--- src/rtl/wb_fta_bridge_mt_if.sv ---
// FTA bus types and the request/response interface used by wb_fta_bridge_mt.
package fta_pkg;
  typedef enum logic [4:0] {
    CMD_NONE  = 5'd0,
    CMD_LOAD  = 5'd1,
    CMD_STORE = 5'd2
  } fta_cmd_t;

  typedef struct packed {
    logic [5:0] core;
    logic [2:0] channel;
    logic [3:0] tranid;
  } fta_tid_t;
endpackage

interface fta_bus_interface #(
  parameter int WID = 256
);
  import fta_pkg::*;

  typedef struct packed {
    logic             cyc;
    logic             we;
    fta_cmd_t         cmd;
    logic [WID/8-1:0] sel;
    logic [31:0]      adr;
    logic [WID-1:0]   data1;
    fta_tid_t         tid;
  } fta_req_t;

  typedef struct packed {
    logic           ack;
    logic           err;
    logic           rty;
    fta_tid_t       tid;
    logic [WID-1:0] dat;
  } fta_resp_t;

  fta_req_t  req;
  fta_resp_t resp;

  modport master (output req, input resp);
  modport slave  (input req, output resp);
endinterface

--- src/rtl/wb_fta_bridge_mt.sv ---
// Wishbone-classic slave to FTA master bridge with tagged requests,
// retry handling, error reporting and late-response rejection.
// Optional watchdog enabled by defining WB_FTA_BRIDGE_TIMEOUT_EN.
module wb_fta_bridge_mt
  import fta_pkg::*;
#(
  parameter int         WID       = 256,
  parameter int         AWID      = 32,
  parameter logic [5:0] CORENO    = 6'd0,
  parameter logic [2:0] CHANNEL   = 3'd0,
  parameter int         MAX_RETRY = 3,
  parameter int         TO_CYCLES = 1023
) (
  input  logic             clk_i,
  input  logic             rst_i,
  input  logic             cyc_i,
  input  logic             stb_i,
  input  logic             we_i,
  input  logic [WID/8-1:0] sel_i,
  input  logic [AWID-1:0]  adr_i,
  input  logic [WID-1:0]   dat_i,
  output logic             ack_o,
  output logic             err_o,
  output logic [WID-1:0]   dat_o,
  fta_bus_interface.master fta_o
);

  typedef enum logic [1:0] {IDLE, WAIT, DONE} state_t;

  state_t           state_q, state_d;
  logic [3:0]       seq_q;
  logic [7:0]       retry_q;
  logic             hold_we;
  logic [WID/8-1:0] hold_sel;
  logic [AWID-1:0]  hold_adr;
  logic [WID-1:0]   hold_dat;

  logic             issue, set_ack, set_err, clear_out, bump_seq, retry_up;
  logic             hit, rty_hit, first;
  logic             iss_we;
  logic [WID/8-1:0] iss_sel;
  logic [AWID-1:0]  iss_adr;
  logic [WID-1:0]   iss_dat;
  fta_tid_t         cur_tid;

`ifdef WB_FTA_BRIDGE_TIMEOUT_EN
  logic [15:0]      timer_q;
`endif

  assign cur_tid = '{core: CORENO, channel: CHANNEL, tranid: seq_q};
  // Only responses tagged with the live tid are considered; ack beats rty.
  assign hit     = fta_o.resp.ack && (fta_o.resp.tid == cur_tid);
  assign rty_hit = fta_o.resp.rty && !fta_o.resp.ack && (fta_o.resp.tid == cur_tid);

  // First issue takes the live bus inputs, reissues replay the held copy.
  assign first   = (state_q == IDLE);
  assign iss_we  = first ? we_i  : hold_we;
  assign iss_sel = first ? sel_i : hold_sel;
  assign iss_adr = first ? adr_i : hold_adr;
  assign iss_dat = first ? dat_i : hold_dat;

  // State register
  always_ff @(posedge clk_i or posedge rst_i) begin
    if (rst_i) state_q <= IDLE;
    else       state_q <= state_d;
  end

  // Next-state and action decode; a master abort in WAIT beats everything
  always_comb begin
    state_d   = state_q;
    issue     = 1'b0;
    set_ack   = 1'b0;
    set_err   = 1'b0;
    clear_out = 1'b0;
    bump_seq  = 1'b0;
    retry_up  = 1'b0;
    case (state_q)
      IDLE: begin
        if (cyc_i && stb_i) begin
          issue   = 1'b1;
          state_d = WAIT;
        end
      end
      WAIT: begin
        if (!cyc_i) begin
          bump_seq = 1'b1;
          state_d  = IDLE;
        end else if (hit) begin
          set_err = fta_o.resp.err;
          set_ack = !fta_o.resp.err;
          state_d = DONE;
        end else if (rty_hit) begin
          if (retry_q < 8'(MAX_RETRY)) begin
            issue    = 1'b1;
            retry_up = 1'b1;
          end else begin
            set_err = 1'b1;
            state_d = DONE;
          end
        end
`ifdef WB_FTA_BRIDGE_TIMEOUT_EN
        else if (timer_q >= 16'(TO_CYCLES - 1)) begin
          set_err = 1'b1;
          state_d = DONE;
        end
`endif
      end
      DONE: begin
        if (!cyc_i) begin
          clear_out = 1'b1;
          bump_seq  = 1'b1;
          state_d   = IDLE;
        end
      end
      default: state_d = IDLE;
    endcase
  end

  // Request pulse, holding registers, sequence/retry counters and WB outputs
  always_ff @(posedge clk_i or posedge rst_i) begin
    if (rst_i) begin
      fta_o.req <= '0;
      ack_o     <= 1'b0;
      err_o     <= 1'b0;
      dat_o     <= '0;
      seq_q     <= '0;
      retry_q   <= '0;
      hold_we   <= 1'b0;
      hold_sel  <= '0;
      hold_adr  <= '0;
      hold_dat  <= '0;
    end else begin
      fta_o.req <= '0;
      if (issue) begin
        fta_o.req.cyc   <= 1'b1;
        fta_o.req.we    <= iss_we;
        fta_o.req.cmd   <= iss_we ? CMD_STORE : CMD_LOAD;
        fta_o.req.sel   <= iss_sel;
        fta_o.req.adr   <= 32'(iss_adr);
        fta_o.req.data1 <= iss_dat;
        fta_o.req.tid   <= cur_tid;
      end
      if (issue && first) begin
        hold_we  <= we_i;
        hold_sel <= sel_i;
        hold_adr <= adr_i;
        hold_dat <= dat_i;
        retry_q  <= '0;
      end else if (retry_up) begin
        retry_q <= retry_q + 8'd1;
      end
      if (set_ack) begin
        ack_o <= 1'b1;
        dat_o <= fta_o.resp.dat;
      end
      if (set_err) begin
        err_o <= 1'b1;
        dat_o <= '0;
      end
      if (clear_out) begin
        ack_o <= 1'b0;
        err_o <= 1'b0;
        dat_o <= '0;
      end
      if (bump_seq) seq_q <= seq_q + 4'd1;
    end
  end

`ifdef WB_FTA_BRIDGE_TIMEOUT_EN
  // Watchdog: counts WAIT clocks, restarts on every issue
  always_ff @(posedge clk_i or posedge rst_i) begin
    if (rst_i)                          timer_q <= '0;
    else if (issue || state_q != WAIT)  timer_q <= '0;
    else                                timer_q <= timer_q + 16'd1;
  end
`endif

endmodule

--- src/flat_wrapper.sv ---
// flat-port wrapper written by rule: the top's interface ports become plain ports
module wb_fta_bridge_mt_flat import fta_pkg::*;
#(
  parameter int         WID       = 256,
  parameter int         AWID      = 32,
  parameter logic [5:0] CORENO    = 6'd0,
  parameter logic [2:0] CHANNEL   = 3'd0,
  parameter int         MAX_RETRY = 3,
  parameter int         TO_CYCLES = 1023
)
  (clk_i, rst_i, cyc_i, stb_i, we_i, sel_i, adr_i, dat_i, ack_o, err_o, dat_o, fta_o_req, fta_o_resp);
  fta_bus_interface #(.WID(WID)) fta_o_i ();
  input  logic clk_i;
  input  logic rst_i;
  input  logic cyc_i;
  input  logic stb_i;
  input  logic we_i;
  input  logic [WID/8-1:0] sel_i;
  input  logic [AWID-1:0] adr_i;
  input  logic [WID-1:0] dat_i;
  output logic ack_o;
  output logic err_o;
  output logic [WID-1:0] dat_o;
  output wire logic [$bits(fta_o_i.req)-1:0] fta_o_req;
  input wire logic [$bits(fta_o_i.resp)-1:0] fta_o_resp;
  assign fta_o_req = fta_o_i.req;
  assign fta_o_i.resp = fta_o_resp;
  wb_fta_bridge_mt #(.WID(WID), .AWID(AWID), .CORENO(CORENO), .CHANNEL(CHANNEL), .MAX_RETRY(MAX_RETRY), .TO_CYCLES(TO_CYCLES)) u_core (.clk_i(clk_i), .rst_i(rst_i), .cyc_i(cyc_i), .stb_i(stb_i), .we_i(we_i), .sel_i(sel_i), .adr_i(adr_i), .dat_i(dat_i), .ack_o(ack_o), .err_o(err_o), .dat_o(dat_o), .fta_o(fta_o_i));
endmodule
--- config.mk ---
export PLATFORM = sky130hd
export DESIGN_NAME = wb_fta_bridge_mt_flat
export DESIGN_NICKNAME = d
export VERILOG_FILES = /design/src/rtl/wb_fta_bridge_mt_if.sv /design/src/rtl/wb_fta_bridge_mt.sv /design/src/flat_wrapper.sv
export SDC_FILE = /design/constraint.sdc
export NUM_CORES = 2
export LEC_CHECK = 0
export ABC_AREA = 1
export CORE_AREA = 2 2 459 461
export CTS_CLUSTER_DIAMETER = 120
export DETAILED_ROUTE_END_ITERATION = 16
export DIE_AREA = 0 0 461 463
export PLACE_DENSITY_LB_ADDON = 0.15
export SLEW_MARGIN = 10
export SYNTH_ARGS = -nofsm -noshare
export SYNTH_HDL_FRONTEND = slang
export SYNTH_SLANG_ARGS = --single-unit
--- constraint.sdc ---
create_clock -name clk_i -period 43.3 [get_ports clk_i]
set_input_delay 6.495 -clock clk_i [delete_from_list [all_inputs] [get_ports clk_i]]
set_output_delay 6.495 -clock clk_i [all_outputs]
set_load 0.02 [all_outputs]
Yosys cells after proc, flatten, opt, wreduce, memory -nomap -nowiden
Cells that the tools add are included.
- word-level logic and storage cells: 83
- bits of input ports: 597
- output and inout port bits: 598
- register bits: 933
- reduce and logical (&&, ||, !) cells: 14
- muxes and demuxes: 40
- eq/ne operators: 7
- add/sub/neg operators: 2
- order comparisons: 1
- operator list (cell ; count):
    2-to-1 mux 256 bit ; 4
    2-to-1 mux 340 bit ; 1
    2-to-1 mux 32 bit ; 2
    2-to-1 mux 1 bit ; 22
    2-to-1 mux 8 bit ; 2
    2-to-1 mux 2 bit ; 7
    == test 13 x 4 -> 1 bit ; 1
    adder 8 x 1 -> 8 bit, second input constant ; 1
    < comparator 8 x 2 -> 1 bit, second input constant ; 1
    one-hot mux 2 bit (3 select lines) ; 1
    nonzero test 2 bit ; 3
    logical AND 1 bit ; 5
    adder 4 x 1 -> 4 bit, second input constant ; 1
    inequality test 2 bit, second input constant ; 2
    inequality test 4 x 2 -> 1 bit, second input constant ; 1
    inequality test 4 x 3 -> 1 bit, second input constant ; 1
    AND reduction 4 bit ; 1
    nonzero test 3 bit ; 1
    == test 2 x 1 -> 1 bit, second input constant ; 1
    == test 2 bit, second input constant ; 1
    zero test 1 bit ; 2
    zero test 2 bit ; 1
    one-hot mux 1 bit (2 select lines) ; 1
    OR reduction 2 bit ; 1

Depth between registers and ports, before layout
- depth in word-level cells: 9
- gate-level depth with buffers: 14
- gate-level depth less buffers: 12

Least setup slack after synthesis
Ideal clock, no wire load.
- path type: input -> register
- start point: in fta_o_resp[263]
- end point: reg u_core.dat_o[10]
- cell stages on the path: 13
- setup time: 0.121 ns
- required time: 43.179 ns
- buffers on the path: 3
- path slack: 35.489 ns
- arrival: 7.689 ns
- path through: nor2_1 -> nand2_1 -> nor2_1 -> nand2_1 -> nor2_4 -> nand4_1 -> buf_2 -> buf_6 -> buf_4 -> nand2_1 -> inv_1 -> nor2_1 -> nor2_1
- word-level cells in the longest chain between the ends: 8
- elaborated cells on any way between the ends: 13
- those cells by class: eq/ne (1); mux (9); reduce/logical (3)
- ends and longest elaborated chain (element ; line ; text):
    start, declared ; flat_wrapper.sv:25 ; input wire logic [$bits(fta_o_i.resp)-1:0] fta_o_resp;
    == test 13 x 4 -> 1 bit (*) ; wb_fta_bridge_mt.sv:52, wb_fta_bridge_mt.sv:53 ;
    logical AND 1 bit ; wb_fta_bridge_mt.sv:53 ; assign rty_hit = fta_o.resp.rty && !fta_o.resp.ack && (fta_o.resp.tid == cur_tid);
    2-to-1 mux 1 bit ; wb_fta_bridge_mt.sv:92 ; end else if (rty_hit) begin
    2-to-1 mux 1 bit ; wb_fta_bridge_mt.sv:88 ; end else if (hit) begin
    2-to-1 mux 1 bit ; wb_fta_bridge_mt.sv:85 ; if (!cyc_i) begin
    2-to-1 mux 1 bit ; wb_fta_bridge_mt.sv:77 ; case (state_q)
    2-to-1 mux 256 bit ; wb_fta_bridge_mt.sv:156 ; if (set_err) begin
    2-to-1 mux 256 bit ; wb_fta_bridge_mt.sv:160 ; if (clear_out) begin
    end signal, assigned ; wb_fta_bridge_mt.sv:154 ; dat_o <= fta_o.resp.dat;
    end, declared ; wb_fta_bridge_mt.sv:24 ; output logic [WID-1:0] dat_o,
Every way passes the cells marked *; elsewhere a longest branch is shown, timed or not.
A chain may end at the register's enable or synchronous reset.

Worst setup path after layout
- start point: in fta_o_resp[258]
- end point: reg u_core.hold_dat[101]
- word-level cells in the longest chain between the ends: 7
- elaborated cells on any way between the ends: 8
- those cells by class: eq/ne (1); mux (4); reduce/logical (3)
- ends and longest elaborated chain (element ; line ; text):
    == test 13 x 4 -> 1 bit (*) ; wb_fta_bridge_mt.sv:52, wb_fta_bridge_mt.sv:53 ;
    logical AND 1 bit ; wb_fta_bridge_mt.sv:53 ;
    2-to-1 mux 1 bit ; wb_fta_bridge_mt.sv:92 ;
    2-to-1 mux 1 bit (*) ; wb_fta_bridge_mt.sv:88 ;
    2-to-1 mux 1 bit (*) ; wb_fta_bridge_mt.sv:85 ;
    one-hot mux 1 bit (2 select lines) (*) ; wb_fta_bridge_mt.sv:77 ;
    logical AND 1 bit (*) ; wb_fta_bridge_mt.sv:143 ; if (issue && first) begin
    end signal, assigned ; wb_fta_bridge_mt.sv:147 ; hold_dat <= dat_i;
    end, declared ; wb_fta_bridge_mt.sv:36 ; logic [WID-1:0] hold_dat;
Marks and branches as above.

==> summary.txt <==
Setup path
  – Critical path peak fanout: 106
  – CP peak stage delay: 0.73 ns
  – Worst path slowest cell: buf_4
  – Dominant delay contributor by cell family on the critical path: buffers and inverters
  – CP endpoint kind: register
  – Worst R2R Setup Slack: 38.04 ns
  – Crit Path Class: in -> reg
  – CP arrival: 11.47 ns
  – CP Launch Type: input pin
  – Most used cell, CP: nand2_1
  – R2r startpoint: u_core.state_q[0]
  – Reg2reg end: u_core.hold_dat[101]
  – Worst-path cell chain: clkdlybuf4s50_1, inv_1, nand2_1, nand2_1, nor2_1, nand2_1, nor2_4, nand3_1, nand2_8, nand2_4, buf_4, buf_4, buf_4, buf_4, nand2_1, nand2_1
  – Worst Path Buf+Inv: 6
  – R2R cell count: 11
  – CP Data Required Time: 44.01 ns

Global route
  – Vias in the first global route: between 30k and 40k
  – GR Util All Layers: 0.156
  – Global-route wire length before repair: 245000 um
  – Grt total ovfl: 0
  – Largest net degree at the start of global routing: 208
  – Initial antenna violation count: 65

Logic synthesis
  – Netlist cell types: 22
  – Top-area cell type share of the netlist area: 0.609
  – Seq/Total Area, Yosys: 0.609
  – Flops & latches, synth: 920
  – Syn Inst Count: 4455
  – Syn avg cell area: 8.49 sq um
  – Post-synth top area cell: dfrtp_1
  – Syn Std Cell Area: approximately 0.038 sq mm
  – Yosys warnings: 0
  – Synth area leaders: dfrtp_1 (61%), nand2_1 (12%), nand3_1 (8.6%)

STA
  – Minimum clock period: 10.76 ns
  – Worst slew pin tran: 1.14 ns
  – Max Clk Rate: 92.9 MHz
  – RSZ-0062 raised after global routing: no
  – Count of final setup violators: 0
  – Hold Fails Final Rpt: 0
  – Relative slew slack: 0.242
  – Final max-slew violation count: 0
  – Final Skew: 0.0408 ns
  – Final TNS setup: 0 ns
  – Fin crit share: 0.249

CTS
  – Clk buf depth: 3
  – Root Buffer: clkbuf_16
  – Reg clk slew, reported paths: 0.06 ns
  – Clock Sinks: 920
  – TritonCTS clock tree: built
  – Later-pin clock latency in the skew report: roughly 0.79 ns
  – Cts-stage hold buffer count: 0
  – Htree depth: 3
  – Post-CTS resize count: 0
  – CTS buffer count: between 100 and 150
  – # Post-CTS Setup Buffers: 0

Detailed routing
  – TritonRoute pass-1 iters: 5
  – Initial DRC Count: 2137
  – Drt wl/cell: 20.1 um
  – Via Count: around 33k
  – DRC violations left: 0
  – DRT antenna net count: 0
  – Routed WL: 170000 um
  – Via density: between 3 and 4

Final layout
  – Fillcell total: 22.6k
  – Layout cell share with drive strength beyond 1: 0.0441
  – Post-layout instance area: 0.0562 sq mm
  – Nets: just over 6k
  – P&R area growth vs syn: 48.5%

Die
  – Num ports: 1195
  – Die Y: 463 um
  – Die area: between 0.2 and 0.25 sq mm
  – Die Width: 461 um
  – Rows: 168
  – Core footprint: 0.209 sq mm
  – Starting Density: 0.181

Power
  – Static leakage: 0.0304 uW
  – P per Cell Area: 50.4 mW/mm^2
  – Peak supply drop: 0.0000339 V

Hold path
  – Worst Hold End: u_core.hold_dat[44]
  – Hold_sp: u_core.hold_dat[44]
  – Min-delay worst type: reg -> reg
  – Hold depth: 2

Placed design
  – Post-DP HPWL: 122000 um
  – IO Port Bufs: 1182
  – Placed Area: 0.0519 sq mm
  – Final RePlAce weighted congestion: 0.861

Job
  – Max-cap violations: 0

Status
  – Outcome: finished clean
-- metal layers --
metal / routed length (um) / GRT usage / part of all wire / up-vias
met5: 517 / 0 / 0.0030 / -
met4: 3730 / 0.0419 / 0.022 / 84
met3: 15000 / 0.0587 / 0.089 / 253
met2: 79700 / 0.254 / 0.47 / 937
met1: 70900 / 0.191 / 0.42 / 15735
li1: - / - / - / 15557
-- registers in the layout, indices dropped and copies added (netlist names) --
register,count
u_core.retry_q,8
u_core.state_q,2
u_core.hold_we,1
u_core.hold_dat,256
u_core.ack_o,1
u_core.seq_q,4
u_core.hold_adr,32
u_core.dat_o,256
u_core.fta_o.req,327
u_core.err_o,1
u_core.hold_sel,32
-- tightest hold or removal path, stage by stage, from the launching register on --
cell     delay [ns]
dfrtp_1        0.34
nand2_1        0.05
nand2_1        0.05
-- placed cells by master (no fill, tap or decap), types with 5 or more instances in the layout --
master           instances
clkinv_16                5
clkbuf_1                20
buf_4                   29
dfrtp_1                920
inv_1                  538
clkbuf_16              119
nor2_1                 790
clkdlybuf4s50_1       1182
conb_1                  12
buf_12                   6
clkinv_2                20
bufinv_16                9
nand2_1               1253
nand3_1                649
diode_2                 13
clkbuf_8                41
-- stage by stage --
| step | utilization | setup WS, ns | hold WS [ns] | instances | power, uW |
|---|---|---|---|---|---|
| floorplan | - | 10.94 | 0.437 | 4466 | 1500 |
| global placement | 0.249 | 31.26 | 0.453 | 8212 | 1810 |
| detailed placement | 0.249 | 31.33 | 0.459 | 8212 | 1810 |
| CTS | 0.269 | 32.23 | 0.470 | 8434 | 2890 |
| global route | 0.269 | 31.99 | 0.478 | 8439 | 3000 |
| finish | 0.269 | 32.54 | 0.468 | 8447 | 2830 |
-- cells by family after synthesis --
group                      after synthesis  synth area share
adders and majority gates                5           0.00165
AOI/OAI and AO/OA                        5          0.000761
xor gates and xnor gates                 3          0.000695
DFF                                    920             0.609
buffers and inverters                  819            0.0980
and+or+nand+nor                       2702             0.290
other                                    1         0.0000991
-- synthesized netlist by cell type (all sizes together) --
library cell and instances:
nor3 2, buf 213, clkbuf 63, nor2 791, dfrtp 920, nand4 3, o21ai 3, ha 5
or2 1, nand2 1256, nand3 649, xor2 3, a22o 1, a21oi 1, inv 543, conb 1
-- where the power goes --
| group | switching (uW) | total [uW] | internal [uW] |
|---|---|---|---|
| Combinational | 415 | 637 | 222 |
| Sequential | 94.3 | 1140 | 1050 |
| Clock | 419 | 1050 | 631 |
| Total | 928 | 2830 | 1900 |
-- final cells by class --
cell class	instances	area (sq um)	share of cell area
Antenna cell	13	32.5	0.000579
Sequential cell	920	23000	0.410
Timing Repair Buffer	1217	12200	0.217
Clock buffer	180	3620	0.0644
Inverter	543	2050	0.0365
Tap cell	2805	3510	0.0625
Clock inverter	42	599	0.0107
Multi-Input combinational cell	2727	11200	0.199
-- worst max path at each step --
stage,startpoint,endpoint,cells after the start
after floorplan,rst_i,u_core.ack_o,1
after global placement,fta_o_resp[258],u_core.hold_adr[18],16
after detailed placement,fta_o_resp[261],u_core.hold_dat[251],15
after CTS,fta_o_resp[258],u_core.hold_dat[251],16
after global routing,fta_o_resp[258],u_core.hold_dat[243],15
final,fta_o_resp[258],u_core.hold_dat[101],16
Power figures use the tool's default switching activity.
